## config.mk

```make
export PLATFORM = sky130hd
export DESIGN_NAME = johnson_phase_tracker
export DESIGN_NICKNAME = d
export VERILOG_FILES = /design/src/rtl/jc_pkg.sv /design/src/rtl/jc_classify.sv /design/src/rtl/johnson_phase_tracker.sv
export SDC_FILE = /design/constraint.sdc
export NUM_CORES = 1
export LEC_CHECK = 0
export ABC_AREA = 1
export BUFFER_PORTS_ARGS = -buffer_cell sky130_fd_sc_hd__buf_2
export CORE_ASPECT_RATIO = 1.1
export CORE_MARGIN = 10
export CORE_UTILIZATION = 51
export CTS_BUF_LIST = sky130_fd_sc_hd__clkbuf_4
export DETAILED_ROUTE_END_ITERATION = 8
export HOLD_SLACK_MARGIN = 0.06
export PLACE_DENSITY = 0.87
export SKIP_LAST_GASP = 1
export SYNTH_ARGS = -nofsm -noshare
export SYNTH_HDL_FRONTEND = slang
export SYNTH_SLANG_ARGS = --single-unit
```

## constraint.sdc

```tcl
create_clock -name clk -period 3.7 [get_ports clk]
set_input_delay 0.37 -clock clk [delete_from_list [all_inputs] [get_ports clk]]
set_output_delay 0.37 -clock clk [all_outputs]
set_load 0.05 [all_outputs]
```

## src/rtl/jc_pkg.sv

```systemverilog
// Shared definitions for Johnson-code consumers: default sizes and tracker state encoding.
package jc_pkg;

   localparam int unsigned JC_WIDTH = 8;
   localparam int unsigned JC_ERR_W = 4;
   localparam int unsigned JC_REV_W = 8;
   localparam int unsigned PH_W     = $clog2(2 * JC_WIDTH);

   typedef enum logic {
      ST_UNLOCKED = 1'b0,
      ST_LOCKED   = 1'b1
   } state_e;

endpackage

```

## src/rtl/jc_classify.sv

```systemverilog
// Combinational Johnson-code classifier: legality (at most one adjacent-bit transition) and phase decode.
module jc_classify
   import jc_pkg::*;
#(
   parameter int unsigned WIDTH = JC_WIDTH
) (
   input  logic [WIDTH-1:0]               jc_i,
   output logic                           legal_c_o,
   output logic [$clog2(2*WIDTH)-1:0]     phase_c_o
);

   localparam int unsigned PHW = $clog2(2 * WIDTH);
   localparam int unsigned CW  = PHW + 1;
   localparam logic [CW-1:0] TWO_W = CW'(2 * WIDTH);

   logic [CW-1:0] ones;
   logic          seen;
   logic          multi;

   always_comb begin
      ones      = '0;
      seen      = 1'b0;
      multi     = 1'b0;
      phase_c_o = '0;
      for (int i = 0; i < int'(WIDTH); i++) begin
         ones = ones + CW'(jc_i[i]);
      end
      for (int i = 0; i < int'(WIDTH) - 1; i++) begin
         if (jc_i[i] ^ jc_i[i+1]) begin
            if (seen) multi = 1'b1;
            seen = 1'b1;
         end
      end
      legal_c_o = ~multi;
      // Ones packed at the LSB end give phase k; ones at the top with zeros below give 2W - ones.
      if (jc_i[0] || !jc_i[WIDTH-1]) begin
         phase_c_o = PHW'(ones);
      end else begin
         phase_c_o = PHW'(TWO_W - ones);
      end
   end

endmodule

```

## src/rtl/johnson_phase_tracker.sv

```systemverilog
// Tracks an upstream Johnson counter: lock FSM, continuity checking, revolution and error counters.
module johnson_phase_tracker
   import jc_pkg::*;
#(
   parameter int unsigned WIDTH = JC_WIDTH,
   parameter int unsigned ERR_W = JC_ERR_W,
   parameter int unsigned REV_W = JC_REV_W
) (
   input  logic                        clk,
   input  logic                        rst_n,
   input  logic [WIDTH-1:0]            jc_in,
   input  logic                        jc_valid,
   input  logic                        clr_err,
   output logic [$clog2(2*WIDTH)-1:0]  phase,
   output logic                        phase_valid,
   output logic                        locked,
   output logic                        illegal,
   output logic                        skip,
   output logic                        wrap,
   output logic [REV_W-1:0]            rev_cnt,
   output logic [ERR_W-1:0]            err_cnt,
   output logic                        err_sticky
);

   localparam int unsigned PHW = $clog2(2 * WIDTH);
   localparam logic [PHW-1:0] PH_MAX = PHW'(2 * WIDTH - 1);

   state_e             state_q, state_d;
   logic [PHW-1:0]     phase_q, phase_d;
   logic               pv_q, pv_d;
   logic               ill_q, ill_d;
   logic               skip_q, skip_d;
   logic               wrap_q, wrap_d;
   logic [REV_W-1:0]   rev_q, rev_d;
   logic [ERR_W-1:0]   err_q, err_d;
   logic               sticky_q, sticky_d;

   logic               legal;
   logic [PHW-1:0]     dec_phase;
   logic [PHW-1:0]     phase_inc;
   logic               err_event;
   logic [ERR_W-1:0]   err_base;

   jc_classify #(.WIDTH(WIDTH)) u_classify (
      .jc_i      (jc_in),
      .legal_c_o (legal),
      .phase_c_o (dec_phase)
   );

   always_ff @(posedge clk) begin
      if (!rst_n) begin
         state_q  <= ST_UNLOCKED;
         phase_q  <= '0;
         pv_q     <= 1'b0;
         ill_q    <= 1'b0;
         skip_q   <= 1'b0;
         wrap_q   <= 1'b0;
         rev_q    <= '0;
         err_q    <= '0;
         sticky_q <= 1'b0;
      end else begin
         state_q  <= state_d;
         phase_q  <= phase_d;
         pv_q     <= pv_d;
         ill_q    <= ill_d;
         skip_q   <= skip_d;
         wrap_q   <= wrap_d;
         rev_q    <= rev_d;
         err_q    <= err_d;
         sticky_q <= sticky_d;
      end
   end

   always_comb begin
      state_d   = state_q;
      phase_d   = phase_q;
      pv_d      = 1'b0;
      ill_d     = 1'b0;
      skip_d    = 1'b0;
      wrap_d    = 1'b0;
      rev_d     = rev_q;
      err_event = 1'b0;
      phase_inc = (phase_q == PH_MAX) ? '0 : phase_q + PHW'(1);

      if (jc_valid) begin
         unique case (state_q)
            ST_UNLOCKED: begin
               if (legal) begin
                  state_d = ST_LOCKED;
                  phase_d = dec_phase;
                  pv_d    = 1'b1;
               end else begin
                  ill_d     = 1'b1;
                  err_event = 1'b1;
               end
            end
            ST_LOCKED: begin
               if (!legal) begin
                  state_d   = ST_UNLOCKED;
                  ill_d     = 1'b1;
                  err_event = 1'b1;
               end else begin
                  phase_d = dec_phase;
                  pv_d    = 1'b1;
                  if (dec_phase == phase_q) begin
                     phase_d = phase_q;
                  end else if (dec_phase == phase_inc) begin
                     if (phase_q == PH_MAX) begin
                        wrap_d = 1'b1;
                        rev_d  = rev_q + REV_W'(1);
                     end
                  end else begin
                     skip_d    = 1'b1;
                     err_event = 1'b1;
                  end
               end
            end
         endcase
      end

      // Clear takes effect before the same-cycle error is added, so clear+error leaves a count of one.
      err_base = clr_err ? '0 : err_q;
      err_d    = (err_event && (err_base != '1)) ? err_base + ERR_W'(1) : err_base;
      sticky_d = (sticky_q & ~clr_err) | err_event;
   end

   assign phase       = phase_q;
   assign phase_valid = pv_q;
   assign locked      = (state_q == ST_LOCKED);
   assign illegal     = ill_q;
   assign skip        = skip_q;
   assign wrap        = wrap_q;
   assign rev_cnt     = rev_q;
   assign err_cnt     = err_q;
   assign err_sticky  = sticky_q;

endmodule

```

==> impl_metrics.csv <==
group,metric,value,unit
power,p_int,429,µW
synthesis,ys_seq_area_frac,0.280,
timing,worst_slack,-0.114,ns
cts,cts_hold_buf,0,
worst_setup_path,path_buf_inv,3,
timing,rsz0062_at_grt,"yes",
global_routing,grt_usage,0.131,
worst_setup_path,crit_arrival,4.05,ns
placed_design,dpl_cell_area,0.00186,mm²
worst_setup_path,cpMostUsedCell,"nand2_1",
synthesis,ys_types,26,
worst_setup_path,critPathRequiredTime,3.94,ns
worst_setup_path,start_kind,"primary input",
placed_design,port_buffers,33,
timing,clock_skew,0.00432,ns
global_routing,met3_usage,0.0403,
power,max-vdd-ir-drop,266,µV
route,via_per_inst,5.20,
finish,final_cell_mix,"nand2_1, inv_1, buf_2, dfxtp_1, nor2_1",
timing,hold_viol_final,0,
synthesis,synth_warnings,0,
global_routing,grtUsageMet2,0.243,
route,drc_errors,0,
route,vias,1676,
finish,layout_commonest_cell,"nand2_1",
cts,cts_tree,"yes",
timing,tns,-0.829,ns
synthesis,synth_enable_flop_cells,0,
floorplan,fp.dieArea,0.00570,mm²
route,drt_pass1_iterations,4,
global_routing,grt_pass1_vias,1625,
timing,relSlewSlack,0.729,
status,status,"complete, but fails checks",
worst_setup_path,crit_family,"adder cells",
worst_setup_path,slowest_delay,0.59,ns
status,violations,"negative setup slack",
timing,period_minus_slack,3.81,ns
finish,nets,313,
synthesis,synth_ff_type,"dfxtp_1",
job,cap_violations,0,
timing,max_freq,0.262,GHz
route,wire_per_inst,12.8,µm
finish,fill_cells,236,
synthesis,postSynthAreaPerCell,6.46,µm²
floorplan,rows,21,
floorplan,die_h,78.2,µm
placed_design,pre_cts_ws,-0.634,ns
timing,maxSlewViolCount,0,
timing,finalCritPeriodShare,1.03,
global_routing,antenna_found_initial,0,
synthesis,synth_area,0.00157,mm²
hold_path,hold_path_class,"primary input to flip-flop",
synthesis,synthCells,243,
finish,n_antenna_cell,0,
placed_design,gp_congestion,0.818,
global_routing,gr-total-overflow,0,
power,comb_power_share,0.499,
global_routing,grt_pass1_wl,6370,µm
worst_setup_path,endpoint_kind,"flip-flop",
power,switching_share,0.397,
finish,postLayoutCoreUtil,0.689,
cts,numCtsBuffers,3,
route,drtAntennaViolNets,0,
power,power_density,345,mW/mm²
power,seqPwrFrac,0.349,
worst_setup_path,path_class,"primary input to flip-flop",
floorplan,core_area,0.00300,mm²
cts,clockBufferDepth,2,
cts,clk_latency,0.31,ns
worst_setup_path,crit_chain,"buf_8, ha_4, inv_4, fa_1, fa_1, fa_2, fa_2, ha_4, inv_2, nand2_2, nand2_2, nand3b_1, nand2_1, nor2_1, nand2_1, or2_4, nor2_8, nand2_1, a21oi_1",
synthesis,ys_async_sr_fraction,0,
power,p_switching,283,µW
worst_setup_path,cp_max_fo,7,
power,total_power,712,µW
cts,htree_levels,1,
route,routed_wl,4130,µm
timing,setup_violations,15,
synthesis,synth_seq_cells,22,
global_routing,grt_use_met1,0.130,
finish,drive_gt1_frac,0.299,
cts,cts_root_buf,"clkbuf_4",
floorplan,io_pins,34,
power,clkPwrFrac,0.152,
global_routing,grt_max_degree,13,
power,p_leak,1.10,nW
finish,area_delta_synth_final,31.5,%
floorplan,start_util,0.524,
cts,cts_sinks,22,
finish,fin_area,0.00206,mm²
placed_design,place_hpwl,3040,µm
timing,tightest_slew,0.406,ns
synthesis,synth_nets,266,
worst_setup_path,slowest_stage,"fa_2",
cts,clk_pin_slew,0.11,ns
route,drtIter0Drc,87,
global_routing,top_usage_layer,"met2",
floorplan,die_x,72.9,µm
==> kinds of logic (layout without fill, tap and decap cells) <==
family | after synthesis | count (layout) | synth area share
buffers and inverters | 45 | 90 | 0.109
adders and majority gates | 11 | 11 | 0.107
and+or+nand+nor | 129 | 129 | 0.372
AOI/OAI and AO/OA | 30 | 30 | 0.0980
xor gates and xnor gates | 6 | 6 | 0.0335
DFF | 22 | 22 | 0.280
==> state kept, by name (all words and copies together) (netlist names) <==
name and cells:
illegal 1, phase 4, skip 1, rev_cnt 8
err_sticky 1, locked 1, wrap 1, phase_valid 1
err_cnt 4
==> synthesized netlist by cell type (4+ instances only) <==
| cell type | instances | area, µm² |
|---|---|---|
| nand2_1 | 71 | 267 |
| inv_1 | 39 | 146 |
| dfxtp_1 | 22 | 440 |
| nor2_1 | 22 | 82.6 |
| a21oi_1 | 15 | 75.1 |
| nand3_1 | 15 | 75.1 |
| o21ai_0 | 11 | 55.1 |
| ha_1 | 7 | 87.6 |
| nand4_1 | 6 | 37.5 |
| nor3_1 | 6 | 30.0 |
| fa_1 | 4 | 80.1 |
==> worst min-delay path, delay by kind of cell <==
family / cells / cell delay (ns)
and+or+nand+nor: 2 / 0.12
buffers and inverters: 1 / 0.09
AOI/OAI and AO/OA: 1 / 0.05
==> layer usage <==
metal	wire length (µm)	up-vias
met5	0	-
met4	66	0
met3	203	8
met2	2200	39
met1	1650	769
li1	-	860
==> what timing repair did <==
action / CTS / global route
endpoints found under the setup margin: 16 / 18
resized for setup: 22 / 19
gates cloned: 0 / 0
pin swaps: 3 / 6
setup buffers: 2 / 4
==> cell type report <==
type	instances	area (µm²)	share of cell area
Sequential cell	22	440	0.213
Inverter	40	155	0.0752
Tap cell	34	42.5	0.0206
Timing Repair Buffer	47	298	0.144
Clock buffer	3	22.5	0.0109
Multi-Input combinational cell	176	1110	0.536
==> worst paths after layout <==
kind	endpoint	cells past startpoint	slack (ns)	from
worst max-delay path	rev_cnt[0]	19	-0.11	jc_in[1]
worst min-delay path	err_cnt[3]	4	0.36	clr_err
worst max register to register	rev_cnt[0]	10	1.67	phase[1]
worst min register to register	err_sticky	2	0.47	err_sticky
==> per-stage QoR <==
step                hold WS (ns)  std cells
floorplan                  0.567        243
detailed placement         0.460        313
global route               0.373        322
finish                     0.357        322
global placement           0.452        313
CTS                        0.350        318
==> power by group through the flow <==
stage / sequential (mW) / combinational (mW) / clock [mW]
2_1_floorplan: 0.273 / 0.170 / 0
3_3_place_gp: 0.253 / 0.248 / 0
3_5_place_dp: 0.254 / 0.259 / 0
4_1_cts: 0.248 / 0.308 / 0.111
5_1_grt: 0.249 / 0.388 / 0.117
6_report: 0.249 / 0.356 / 0.108
Power figures use the tool's default switching activity.
